### src/rtl/matrix_job_sequencer_if.sv
// Command, operand-memory and ALU bus of the matrix job sequencer.
// The master modport is the sequencer side; the slave modport is the memory/ALU/host side.
interface matrix_job_sequencer_if #(
  parameter int DATA_W = 8,
  parameter int MAX_N  = 5,
  parameter int ADDR_W = 7
);
  localparam int VEC_W = MAX_N * MAX_N * DATA_W;

  logic                cmd_valid;
  logic                cmd_ready;
  logic [2:0]          cmd_op;
  logic [1:0]          cmd_size;

  logic [ADDR_W-1:0]   mem_addr;
  logic                mem_we;
  logic [2*DATA_W-1:0] mem_wdata;
  logic [2*DATA_W-1:0] mem_rdata;

  logic [VEC_W-1:0]    alu_a;
  logic [VEC_W-1:0]    alu_b;
  logic [2:0]          alu_op;
  logic [1:0]          alu_size;
  logic                alu_start;
  logic                alu_done;
  logic [VEC_W-1:0]    alu_result;
  logic                alu_overflow;

  modport master (
    input  cmd_valid, cmd_op, cmd_size, mem_rdata, alu_done, alu_result, alu_overflow,
    output cmd_ready, mem_addr, mem_we, mem_wdata, alu_a, alu_b, alu_op, alu_size, alu_start
  );

  modport slave (
    output cmd_valid, cmd_op, cmd_size, mem_rdata, alu_done, alu_result, alu_overflow,
    input  cmd_ready, mem_addr, mem_we, mem_wdata, alu_a, alu_b, alu_op, alu_size, alu_start
  );
endinterface

### src/rtl/matrix_job_sequencer.sv
// Load/compute/store sequencer for n x n matrix jobs (n = 2..MAX_N) on a lane-parallel ALU.
// Optional feature macro MATRIX_SEQ_OVF_WORD_EN: writes the overflow flag as an extra result word.
module matrix_job_sequencer #(
  parameter int DATA_W      = 8,
  parameter int MAX_N       = 5,
  parameter int ADDR_W      = 7,
  parameter int SRC_BASE    = 0,
  parameter int RES_BASE    = 25,
  parameter int MEM_LAT     = 1,
  parameter int ALU_TIMEOUT = 255
) (
  input  logic                    clk,
  input  logic                    rst,
  matrix_job_sequencer_if.master  bus,
  output logic                    busy,
  output logic                    done,
  output logic                    error,
  output logic                    overflow_flag
);

  localparam int LANES  = MAX_N * MAX_N;
  localparam int VEC_W  = LANES * DATA_W;
  localparam int IDX_W  = $clog2(MAX_N);
  localparam int LANE_W = $clog2(LANES);
  localparam int LAT_W  = 2;
  localparam int TMO_W  = $clog2(ALU_TIMEOUT + 1);

  localparam logic [2:0] IDLE       = 3'd0;
  localparam logic [2:0] LOAD_ISSUE = 3'd1;
  localparam logic [2:0] LOAD_WAIT  = 3'd2;
  localparam logic [2:0] START      = 3'd3;
  localparam logic [2:0] COMPUTE    = 3'd4;
  localparam logic [2:0] STORE      = 3'd5;
`ifdef MATRIX_SEQ_OVF_WORD_EN
  localparam logic [2:0] FLAG       = 3'd6;
`endif
  localparam logic [2:0] FINISH     = 3'd7;

  logic [2:0]          state_r;
  logic [IDX_W-1:0]    row_r;
  logic [IDX_W-1:0]    col_r;
  logic [2:0]          op_r;
  logic [1:0]          size_r;
  logic [LAT_W-1:0]    lat_r;
  logic [TMO_W-1:0]    tmo_r;
  logic [VEC_W-1:0]    result_r;

  logic [ADDR_W-1:0]   mem_addr_r;
  logic                mem_we_r;
  logic [2*DATA_W-1:0] mem_wdata_r;
  logic [VEC_W-1:0]    alu_a_r;
  logic [VEC_W-1:0]    alu_b_r;
  logic                alu_start_r;
  logic                done_r;
  logic                error_r;
  logic                ovf_r;

  logic [IDX_W-1:0]    nm1_s;
  logic                col_wrap_s;
  logic                last_s;
  logic [IDX_W-1:0]    next_row_s;
  logic [IDX_W-1:0]    next_col_s;
  logic [LANE_W-1:0]   lane_s;
  logic [LANE_W-1:0]   next_lane_s;

  // Element walk: lane index of the current and following element, stride MAX_N.
  always_comb begin
    nm1_s      = IDX_W'(size_r) + IDX_W'(1'b1);
    col_wrap_s = (col_r == nm1_s);
    last_s     = col_wrap_s && (row_r == nm1_s);
    if (col_wrap_s) begin
      next_col_s = '0;
      next_row_s = row_r + IDX_W'(1'b1);
    end else begin
      next_col_s = col_r + IDX_W'(1'b1);
      next_row_s = row_r;
    end
    lane_s      = LANE_W'(row_r) * LANE_W'(MAX_N) + LANE_W'(col_r);
    next_lane_s = LANE_W'(next_row_s) * LANE_W'(MAX_N) + LANE_W'(next_col_s);
  end

  // Job FSM; bus outputs are registered on entry to the state that owns them.
  always_ff @(posedge clk or posedge rst) begin
    if (rst) begin
      state_r     <= IDLE;
      row_r       <= '0;
      col_r       <= '0;
      op_r        <= 3'd0;
      size_r      <= 2'd0;
      lat_r       <= '0;
      tmo_r       <= '0;
      result_r    <= '0;
      mem_addr_r  <= '0;
      mem_we_r    <= 1'b0;
      mem_wdata_r <= '0;
      alu_a_r     <= '0;
      alu_b_r     <= '0;
      alu_start_r <= 1'b0;
      done_r      <= 1'b0;
      error_r     <= 1'b0;
      ovf_r       <= 1'b0;
    end else begin
      alu_start_r <= 1'b0;
      done_r      <= 1'b0;
      case (state_r)
        IDLE: begin
          if (bus.cmd_valid) begin
            op_r       <= bus.cmd_op;
            size_r     <= bus.cmd_size;
            error_r    <= 1'b0;
            ovf_r      <= 1'b0;
            alu_a_r    <= '0;
            alu_b_r    <= '0;
            row_r      <= '0;
            col_r      <= '0;
            mem_we_r   <= 1'b0;
            mem_addr_r <= ADDR_W'(SRC_BASE);
            state_r    <= LOAD_ISSUE;
          end
        end
        LOAD_ISSUE: begin
          lat_r   <= '0;
          state_r <= LOAD_WAIT;
        end
        LOAD_WAIT: begin
          // Address is held through the wait; data is valid on the last wait cycle.
          if (lat_r == LAT_W'(MEM_LAT - 1)) begin
            alu_a_r[lane_s*DATA_W +: DATA_W] <= bus.mem_rdata[DATA_W-1:0];
            alu_b_r[lane_s*DATA_W +: DATA_W] <= bus.mem_rdata[2*DATA_W-1:DATA_W];
            row_r <= next_row_s;
            col_r <= next_col_s;
            if (last_s) begin
              alu_start_r <= 1'b1;
              tmo_r       <= '0;
              state_r     <= START;
            end else begin
              mem_addr_r <= ADDR_W'(SRC_BASE) + ADDR_W'(next_lane_s);
              state_r    <= LOAD_ISSUE;
            end
          end else begin
            lat_r <= lat_r + LAT_W'(1'b1);
          end
        end
        START: begin
          tmo_r   <= '0;
          state_r <= COMPUTE;
        end
        COMPUTE: begin
          // A done arriving on the timeout cycle still counts as success.
          if (bus.alu_done) begin
            result_r    <= bus.alu_result;
            ovf_r       <= bus.alu_overflow;
            row_r       <= '0;
            col_r       <= '0;
            mem_we_r    <= 1'b1;
            mem_addr_r  <= ADDR_W'(RES_BASE);
            mem_wdata_r <= {{DATA_W{1'b0}}, bus.alu_result[DATA_W-1:0]};
            state_r     <= STORE;
          end else if (tmo_r == TMO_W'(ALU_TIMEOUT - 1)) begin
            error_r <= 1'b1;
            done_r  <= 1'b1;
            state_r <= FINISH;
          end else begin
            tmo_r <= tmo_r + TMO_W'(1'b1);
          end
        end
        STORE: begin
          row_r <= next_row_s;
          col_r <= next_col_s;
          if (last_s) begin
`ifdef MATRIX_SEQ_OVF_WORD_EN
            mem_addr_r  <= ADDR_W'(RES_BASE) + ADDR_W'(LANES);
            mem_wdata_r <= {{(2*DATA_W-1){1'b0}}, ovf_r};
            state_r     <= FLAG;
`else
            mem_we_r <= 1'b0;
            done_r   <= 1'b1;
            state_r  <= FINISH;
`endif
          end else begin
            mem_addr_r  <= ADDR_W'(RES_BASE) + ADDR_W'(next_lane_s);
            mem_wdata_r <= {{DATA_W{1'b0}}, result_r[next_lane_s*DATA_W +: DATA_W]};
          end
        end
`ifdef MATRIX_SEQ_OVF_WORD_EN
        FLAG: begin
          mem_we_r <= 1'b0;
          done_r   <= 1'b1;
          state_r  <= FINISH;
        end
`endif
        FINISH: begin
          mem_we_r <= 1'b0;
          state_r  <= IDLE;
        end
        default: begin
          mem_we_r <= 1'b0;
          state_r  <= IDLE;
        end
      endcase
    end
  end

  assign bus.cmd_ready = (state_r == IDLE);
  assign busy          = (state_r != IDLE);
  assign bus.mem_addr  = mem_addr_r;
  assign bus.mem_we    = mem_we_r;
  assign bus.mem_wdata = mem_wdata_r;
  assign bus.alu_a     = alu_a_r;
  assign bus.alu_b     = alu_b_r;
  assign bus.alu_op    = op_r;
  assign bus.alu_size  = size_r;
  assign bus.alu_start = alu_start_r;
  assign done          = done_r;
  assign error         = error_r;
  assign overflow_flag = ovf_r;

endmodule

### src/flat_wrapper.sv
// flat-port wrapper written by rule: the top's interface ports become plain ports
module matrix_job_sequencer_flat 
#(
  parameter int DATA_W      = 8,
  parameter int MAX_N       = 5,
  parameter int ADDR_W      = 7,
  parameter int SRC_BASE    = 0,
  parameter int RES_BASE    = 25,
  parameter int MEM_LAT     = 1,
  parameter int ALU_TIMEOUT = 255
)
  (clk, rst, busy, done, error, overflow_flag, bus_cmd_valid, bus_cmd_op, bus_cmd_size, bus_mem_rdata, bus_alu_done, bus_alu_result, bus_alu_overflow, bus_cmd_ready, bus_mem_addr, bus_mem_we, bus_mem_wdata, bus_alu_a, bus_alu_b, bus_alu_op, bus_alu_size, bus_alu_start);
  matrix_job_sequencer_if #(.DATA_W(DATA_W), .MAX_N(MAX_N), .ADDR_W(ADDR_W)) bus_i ();
  input  logic clk;
  input  logic rst;
  output logic busy;
  output logic done;
  output logic error;
  output logic overflow_flag;
  input wire logic [$bits(bus_i.cmd_valid)-1:0] bus_cmd_valid;
  input wire logic [$bits(bus_i.cmd_op)-1:0] bus_cmd_op;
  input wire logic [$bits(bus_i.cmd_size)-1:0] bus_cmd_size;
  input wire logic [$bits(bus_i.mem_rdata)-1:0] bus_mem_rdata;
  input wire logic [$bits(bus_i.alu_done)-1:0] bus_alu_done;
  input wire logic [$bits(bus_i.alu_result)-1:0] bus_alu_result;
  input wire logic [$bits(bus_i.alu_overflow)-1:0] bus_alu_overflow;
  output wire logic [$bits(bus_i.cmd_ready)-1:0] bus_cmd_ready;
  output wire logic [$bits(bus_i.mem_addr)-1:0] bus_mem_addr;
  output wire logic [$bits(bus_i.mem_we)-1:0] bus_mem_we;
  output wire logic [$bits(bus_i.mem_wdata)-1:0] bus_mem_wdata;
  output wire logic [$bits(bus_i.alu_a)-1:0] bus_alu_a;
  output wire logic [$bits(bus_i.alu_b)-1:0] bus_alu_b;
  output wire logic [$bits(bus_i.alu_op)-1:0] bus_alu_op;
  output wire logic [$bits(bus_i.alu_size)-1:0] bus_alu_size;
  output wire logic [$bits(bus_i.alu_start)-1:0] bus_alu_start;
  assign bus_i.cmd_valid = bus_cmd_valid;
  assign bus_i.cmd_op = bus_cmd_op;
  assign bus_i.cmd_size = bus_cmd_size;
  assign bus_i.mem_rdata = bus_mem_rdata;
  assign bus_i.alu_done = bus_alu_done;
  assign bus_i.alu_result = bus_alu_result;
  assign bus_i.alu_overflow = bus_alu_overflow;
  assign bus_cmd_ready = bus_i.cmd_ready;
  assign bus_mem_addr = bus_i.mem_addr;
  assign bus_mem_we = bus_i.mem_we;
  assign bus_mem_wdata = bus_i.mem_wdata;
  assign bus_alu_a = bus_i.alu_a;
  assign bus_alu_b = bus_i.alu_b;
  assign bus_alu_op = bus_i.alu_op;
  assign bus_alu_size = bus_i.alu_size;
  assign bus_alu_start = bus_i.alu_start;
  matrix_job_sequencer #(.DATA_W(DATA_W), .MAX_N(MAX_N), .ADDR_W(ADDR_W), .SRC_BASE(SRC_BASE), .RES_BASE(RES_BASE), .MEM_LAT(MEM_LAT), .ALU_TIMEOUT(ALU_TIMEOUT)) u_core (.clk(clk), .rst(rst), .bus(bus_i), .busy(busy), .done(done), .error(error), .overflow_flag(overflow_flag));
endmodule
### config.mk
export PLATFORM = sky130hd
export DESIGN_NAME = matrix_job_sequencer_flat
export DESIGN_NICKNAME = d
export VERILOG_FILES = /design/src/rtl/matrix_job_sequencer_if.sv /design/src/rtl/matrix_job_sequencer.sv /design/src/flat_wrapper.sv
export SDC_FILE = /design/constraint.sdc
export NUM_CORES = 2
export LEC_CHECK = 0
export CAP_MARGIN = 5
export CORE_MARGIN = 8
export CORE_UTILIZATION = 39
export DETAILED_ROUTE_END_ITERATION = 6
export PLACE_DENSITY_LB_ADDON = 0.3
export SLEW_MARGIN = 40
export SYNTH_ARGS = -nofsm -noshare
export SYNTH_HDL_FRONTEND = slang
export SYNTH_SLANG_ARGS = --single-unit
### constraint.sdc
create_clock -name clk -period 28.7 [get_ports clk]
set_input_delay 4.305 -clock clk [delete_from_list [all_inputs] [get_ports clk]]
set_output_delay 4.305 -clock clk [all_outputs]
set_load 0.01 [all_outputs]
Word-level counts from Yosys, hierarchy flattened
Cells that the tools add are included.
{"block": "totals", "regBits": 652, "out_inout_bits": 435, "in_bits": 226}
{"block": "classes", "mux": 53, "multipliers": 2, "shifts": 4, "n_bitwise": 1, "reduce_logical": 23, "n_addsub": 9, "eq_ne": 20}
{"cell": "one-hot mux 200 bit (2 select lines)", "n": 2}
{"cell": "2-to-1 mux 200 bit", "n": 3}
{"cell": "bitwise mux 200 bit", "n": 2}
{"cell": "variable part select 8 x 34 -> 200 bit", "n": 2}
{"cell": "variable shift 8 x 34 -> 200 bit, first input constant", "n": 1}
{"cell": "variable part select 200 x 9 -> 8 bit", "n": 1}
{"cell": "2-to-1 mux 7 bit", "n": 5}
{"cell": "negator 8 -> 34 bit", "n": 1}
{"cell": "2-to-1 mux 3 bit", "n": 11}
{"cell": "2-to-1 mux 16 bit", "n": 2}
{"cell": "2-to-1 mux 8 bit", "n": 4}
{"cell": "one-hot mux 16 bit (2 select lines)", "n": 1}
{"cell": "one-hot mux 7 bit (4 select lines)", "n": 1}
{"cell": "one-hot mux 3 bit (4 select lines)", "n": 2}
{"cell": "one-hot mux 8 bit (3 select lines)", "n": 1}
{"cell": "one-hot mux 3 bit (6 select lines)", "n": 1}
{"cell": "AND reduction 4 bit", "n": 4}
{"cell": "inequality test 2 bit, second input constant", "n": 7}
{"cell": "2-to-1 mux 1 bit", "n": 11}
{"cell": "adder 5 x 3 -> 5 bit", "n": 2}
{"cell": "multiplier 3 x 3 -> 5 bit, second input constant", "n": 2}
{"cell": "AND reduction 3 bit", "n": 3}
{"cell": "adder 8 x 1 -> 8 bit, second input constant", "n": 1}
{"cell": "equality test 8 bit, second input constant", "n": 1}
{"cell": "25 further kinds", "n": 41}

Longest topological paths before layout
{"block": "logic_depth", "ltp_word": 8, "mapped_depth": 17}

Least setup slack after synthesis
Ideal clock, no wire load.
{"block": "synth_timing", "path_type": "input to register", "startpoint": "input bus_alu_done", "endpoint": "register u_core.result_r[0]", "required_ps": 28575, "t_arrival_ps": 5671, "setup_time_ps": 125, "path_slack_ps": 22905, "cell_stages": 5, "path_cell_list": "inv_1 -> nor3_1 -> clkbuf_1 -> clkbuf_1 -> mux2_2"}
{"block": "synth_between", "elab_chain_cells": 1}
{"item": "from (decl)", "line_no": "flat_wrapper.sv:24", "source": "input wire logic [$bits(bus_i.alu_done)-1:0] bus_alu_done;"}
{"item": "AND reduction 2 bit (no line)"}
{"item": "to (signal assigned)", "line_no": "matrix_job_sequencer.sv:151", "source": "result_r <= bus.alu_result;"}
{"item": "to (decl)", "line_no": "matrix_job_sequencer.sv:46", "source": "logic [VEC_W-1:0] result_r;"}
Every way passes these cells.
A chain may end at the register's enable or synchronous reset.

Worst setup path in the final report
{"block": "layout_timing", "startpoint": "register u_core.state_r[0]", "endpoint": "output bus_cmd_ready"}
{"block": "layout_between", "elab_chain_cells": 1}
{"item": "from (decl)", "line_no": "matrix_job_sequencer.sv:39", "source": "logic [2:0] state_r;"}
{"item": "from (signal assigned)", "line_no": "matrix_job_sequencer.sv:85", "source": "state_r <= IDLE;"}
{"item": "from (signal assigned)", "line_no": "matrix_job_sequencer.sv:118", "source": "state_r <= LOAD_ISSUE;"}
{"item": "from (signal assigned)", "line_no": "matrix_job_sequencer.sv:123", "source": "state_r <= LOAD_WAIT;"}
{"item": "logical NOT 3 bit", "line_no": "matrix_job_sequencer.sv:204", "source": "assign bus.cmd_ready = (state_r == IDLE);"}
{"item": "to (decl)", "line_no": "flat_wrapper.sv:27", "source": "output wire logic [$bits(bus_i.cmd_ready)-1:0] bus_cmd_ready;"}
Every way passes these cells.

==> impl_metrics.csv <==
group,metric,value,unit
outcome,status,"finished with violations",
outcome,violations,"design-rule violations",
sta,holdWs,0.488,ns
clock_network,cts_root_buf,"clkbuf_16",
logic_synthesis,synth_most_common_cell,"dfrtp_1",
cells_and_area,multi_input_area,10900,µm²
clock_network,clk_path_buf_depth,3,
cells_and_area,ff_latch_area,16100,µm²
logic_synthesis,synth_common_cells,"dfrtp_1 (643), mux2_2 (207), a32o_1 (157)",
global_route,grt_pass1_vias,22400,
placed_design,gp_congestion,0.881,
global_route,grt_pass1_wl,148000,µm
floorplan,die_area,80200,µm²
power_and_ir_drop,power_density,125,nW/µm²
cells_and_area,fillers,5841,
logic_synthesis,ys_ff_latch,643,
sta,hold_viol,0,
cells_and_area,syn2layout_area_growth,36.0,%
route,drt-total-wl,98100,µm
sta,maxSlewHeadroom,0.398,
clock_network,clkTransAtPathRegs,0.06,ns
hold_path,hp-class,"reg -> reg",
clock_network,clock_sinks,643,
global_route,grt.busiest_layer,"met2",
floorplan,core,71100,µm²
clock_network,worstSkewPairLatency,0.62,ns
power_and_ir_drop,pwr-share-comb,0.531,
worst_setup_path,cpPeakStageDelay,0.65,ns
logic_synthesis,syn_area,27800,µm²
worst_setup_path,critPathMaxFanout,23,
sta,setup_viol,0,
route,drtPass1Iterations,7,
power_and_ir_drop,p_sw,2.02,mW
route,avgRoutedWirePerCell,26.8,µm
power_and_ir_drop,power,4.74,mW
sta,tns,0,ns
clock_network,cts_resized,0,
sta,drv_slew,0,
worst_setup_path,critPathArrivalTime,2.46,ns
global_route,met3_usage,0.0788,
logic_synthesis,synthArstFlopShare,1.00,
placed_design,hpwl,70500,µm
clock_network,cts_setup_buffers,0,
sta,period_needed,6.77,ns
power_and_ir_drop,max-vdd-ir-drop,0.163,mV
clock_network,cts_buffers,72,
sta,fmax,0.148,GHz
floorplan,die_y,283,µm
clock_network,cts_max_level,3,
logic_synthesis,netlist_top_cells_area,"dfrtp_1 (58%), mux2_2 (8.4%), a32o_1 (5.6%), mux4_2 (4.4%), a22o_1 (4.2%)",
logic_synthesis,synth-edff-count,0,
power_and_ir_drop,p_int,2.72,mW
clock_network,tritoncts,"yes",
global_route,grtUsageTotal,0.238,
global_route,overflow,0,
global_route,grt_max_degree,149,
route,drt-initial-drc-count,1705,
route,drc,4,
power_and_ir_drop,power.leakage,15.7,nW
sta,skew,0.0260,ns
power_and_ir_drop,p_clk_frac,0.197,
sta,tightest_slew,0.904,ns
power_and_ir_drop,swShare,0.426,
cells_and_area,fin_nets,2898,
logic_synthesis,avgSynthCellArea,13.5,µm²
logic_synthesis,ys.flop_type,"dfrtp_1",
floorplan,die_w,283,µm
global_route,gr-usage-met2,0.384,
logic_synthesis,yosysSeqAreaShare,0.578,
floorplan,std_cell_rows,98,
global_route,use_met1,0.289,
cells_and_area,drive_gt1_frac,0.190,
worst_setup_path,cp_data_required_time,24.40,ns
logic_synthesis,yosysTopAreaCell,"dfrtp_1",
job,maxCapViolCount,0,
power_and_ir_drop,p_seq_frac,0.272,
sta,rsz0062_at_grt,"false",
logic_synthesis,ys_types,72,
route,ant_nets,0,
placed_design,port_buffers,651,
worst_setup_path,crit_path_end_kind,"output pin",
route,drt-vias-per-instance,5.82,
worst_setup_path,rrSetupSlack,23.23,ns
worst_setup_path,crit_path_start_kind,"flip-flop",
logic_synthesis,synth_top_area_share,0.578,
global_route,grt_antenna_before_repair,9,
floorplan,start_util,0.391,
worst_setup_path,cp_cell_sequence,"or3_1 > inv_1 > clkdlybuf4s50_1",
logic_synthesis,yosys_warnings,0,
worst_setup_path,slowest_stage,"dfrtp_1",
clock_network,ctsHoldBuffers,0,
floorplan,io-pin-count,661,
sta,fin_crit_sh,0.236,
route,num_vias,21300,
worst_setup_path,crit_type,"reg -> out",
logic_synthesis,synth_cells,2063,
[metrics by stage]
| stage | std cells | instance area [µm²] | setup WS, ns | utilization |
|---|---|---|---|---|
| 2_1_floorplan | 2071 | 27900 | 6.38 | - |
| 3_3_place_gp | 3510 | 35100 | 20.40 | 0.493 |
| 3_5_place_dp | 3519 | 35300 | 21.42 | 0.496 |
| 4_1_cts | 3646 | 37700 | 21.89 | 0.530 |
| 5_1_grt | 3653 | 37800 | 21.81 | 0.532 |
| 6_report | 3655 | 37800 | 21.93 | 0.532 |
[critical path: cells and delay by family, from the launching register on]
family                 cells  cell delay [ns]
flip-flops                 1             0.65
buffers and inverters      2             0.62
AND/OR/NAND/NOR            1             0.59
[path summary, 6_finish.rpt]
kind / startpoint / end / cells past startpoint
max: u_core.state_r[0]$_DFFE_PP0P_ / bus_cmd_ready / 3
min: u_core.bus.alu_b[138]$_DFFE_PP0P_ / u_core.bus.alu_b[138]$_DFFE_PP0P_ / 1
max reg2reg: u_core.bus.alu_size[0]$_DFFE_PP0P_ / u_core.bus.mem_wdata[7]$_DFFE_PP0P_ / 15
min reg2reg: u_core.bus.alu_b[138]$_DFFE_PP0P_ / u_core.bus.alu_b[138]$_DFFE_PP0P_ / 1
max in group asynchronous: rst / u_core.bus.alu_b[122]$_DFFE_PP0P_ / 5
min in group asynchronous: rst / u_core.bus.alu_size[0]$_DFFE_PP0P_ / 2
[layout make-up]
| class | count | share of cell area |
|---|---|---|
| flip-flops and latches | 643 | 0.425 |
| multi-input cells | 1199 | 0.288 |
| inverters | 19 | 0.00222 |
| clock inverters | 32 | 0.0105 |
| well taps | 950 | 0.0314 |
| diodes | 7 | 0.000463 |
| repair buffers | 710 | 0.189 |
| clock buffers | 95 | 0.0534 |
[cell families (layout without fill, tap and decap cells)]
kind of cell,count (synthesis),in the layout,share of synthesized area
AND/OR/NAND/NOR,260,260,0.0481
adder cells (fa/ha/maj),27,27,0.0127
XOR/XNOR,21,21,0.00832
buffers and inverters,229,856,0.0366
flip-flops,643,643,0.578
AO/OA/AOI/OAI,609,609,0.184
other,1,16,0.000135
multiplexers,273,273,0.132
[flip-flops by register name (all words and copies together) (netlist names), 3 cells and up]
register	cells
u_core.bus.alu_a	200
u_core.bus.mem_wdata	8
u_core.state_r	3
u_core.col_r	3
u_core.bus.alu_op	3
u_core.row_r	3
u_core.tmo_r	8
u_core.bus.alu_b	200
u_core.result_r	200
u_core.bus.mem_addr	6
[layer usage]
| layer | share of wire | up-vias | routed length (µm) |
|---|---|---|---|
| li1 | - | 9108 | - |
| met1 | 0.39 | 10900 | 37800 |
| met2 | 0.48 | 1009 | 46600 |
| met3 | 0.092 | 230 | 8990 |
| met4 | 0.047 | 6 | 4650 |
| met5 | 0.00042 | - | 41 |
[power groups by stage]
stage | registers (mW) | logic (mW) | clock network [mW]
3_5_place_dp | 1.30 | 2.53 | 0
4_1_cts | 1.29 | 2.54 | 0.952
5_1_grt | 1.32 | 2.69 | 0.990
2_1_floorplan | 1.29 | 1.68 | 0
3_3_place_gp | 1.29 | 2.48 | 0
6_report | 1.29 | 2.52 | 0.933
[placed cells by master, fill, tap and decap left out, drive strengths merged, types with 49 or more instances in the layout]
cell / n
mux2: 207
o2bb2ai: 49
nand2: 121
o21ai: 123
a32oi: 64
buf: 64
dfrtp: 643
mux4: 54
a22o: 132
clkbuf: 96
a32o: 157
clkdlybuf4s50: 645
No activity file was read; power rests on OpenSTA's default activity.
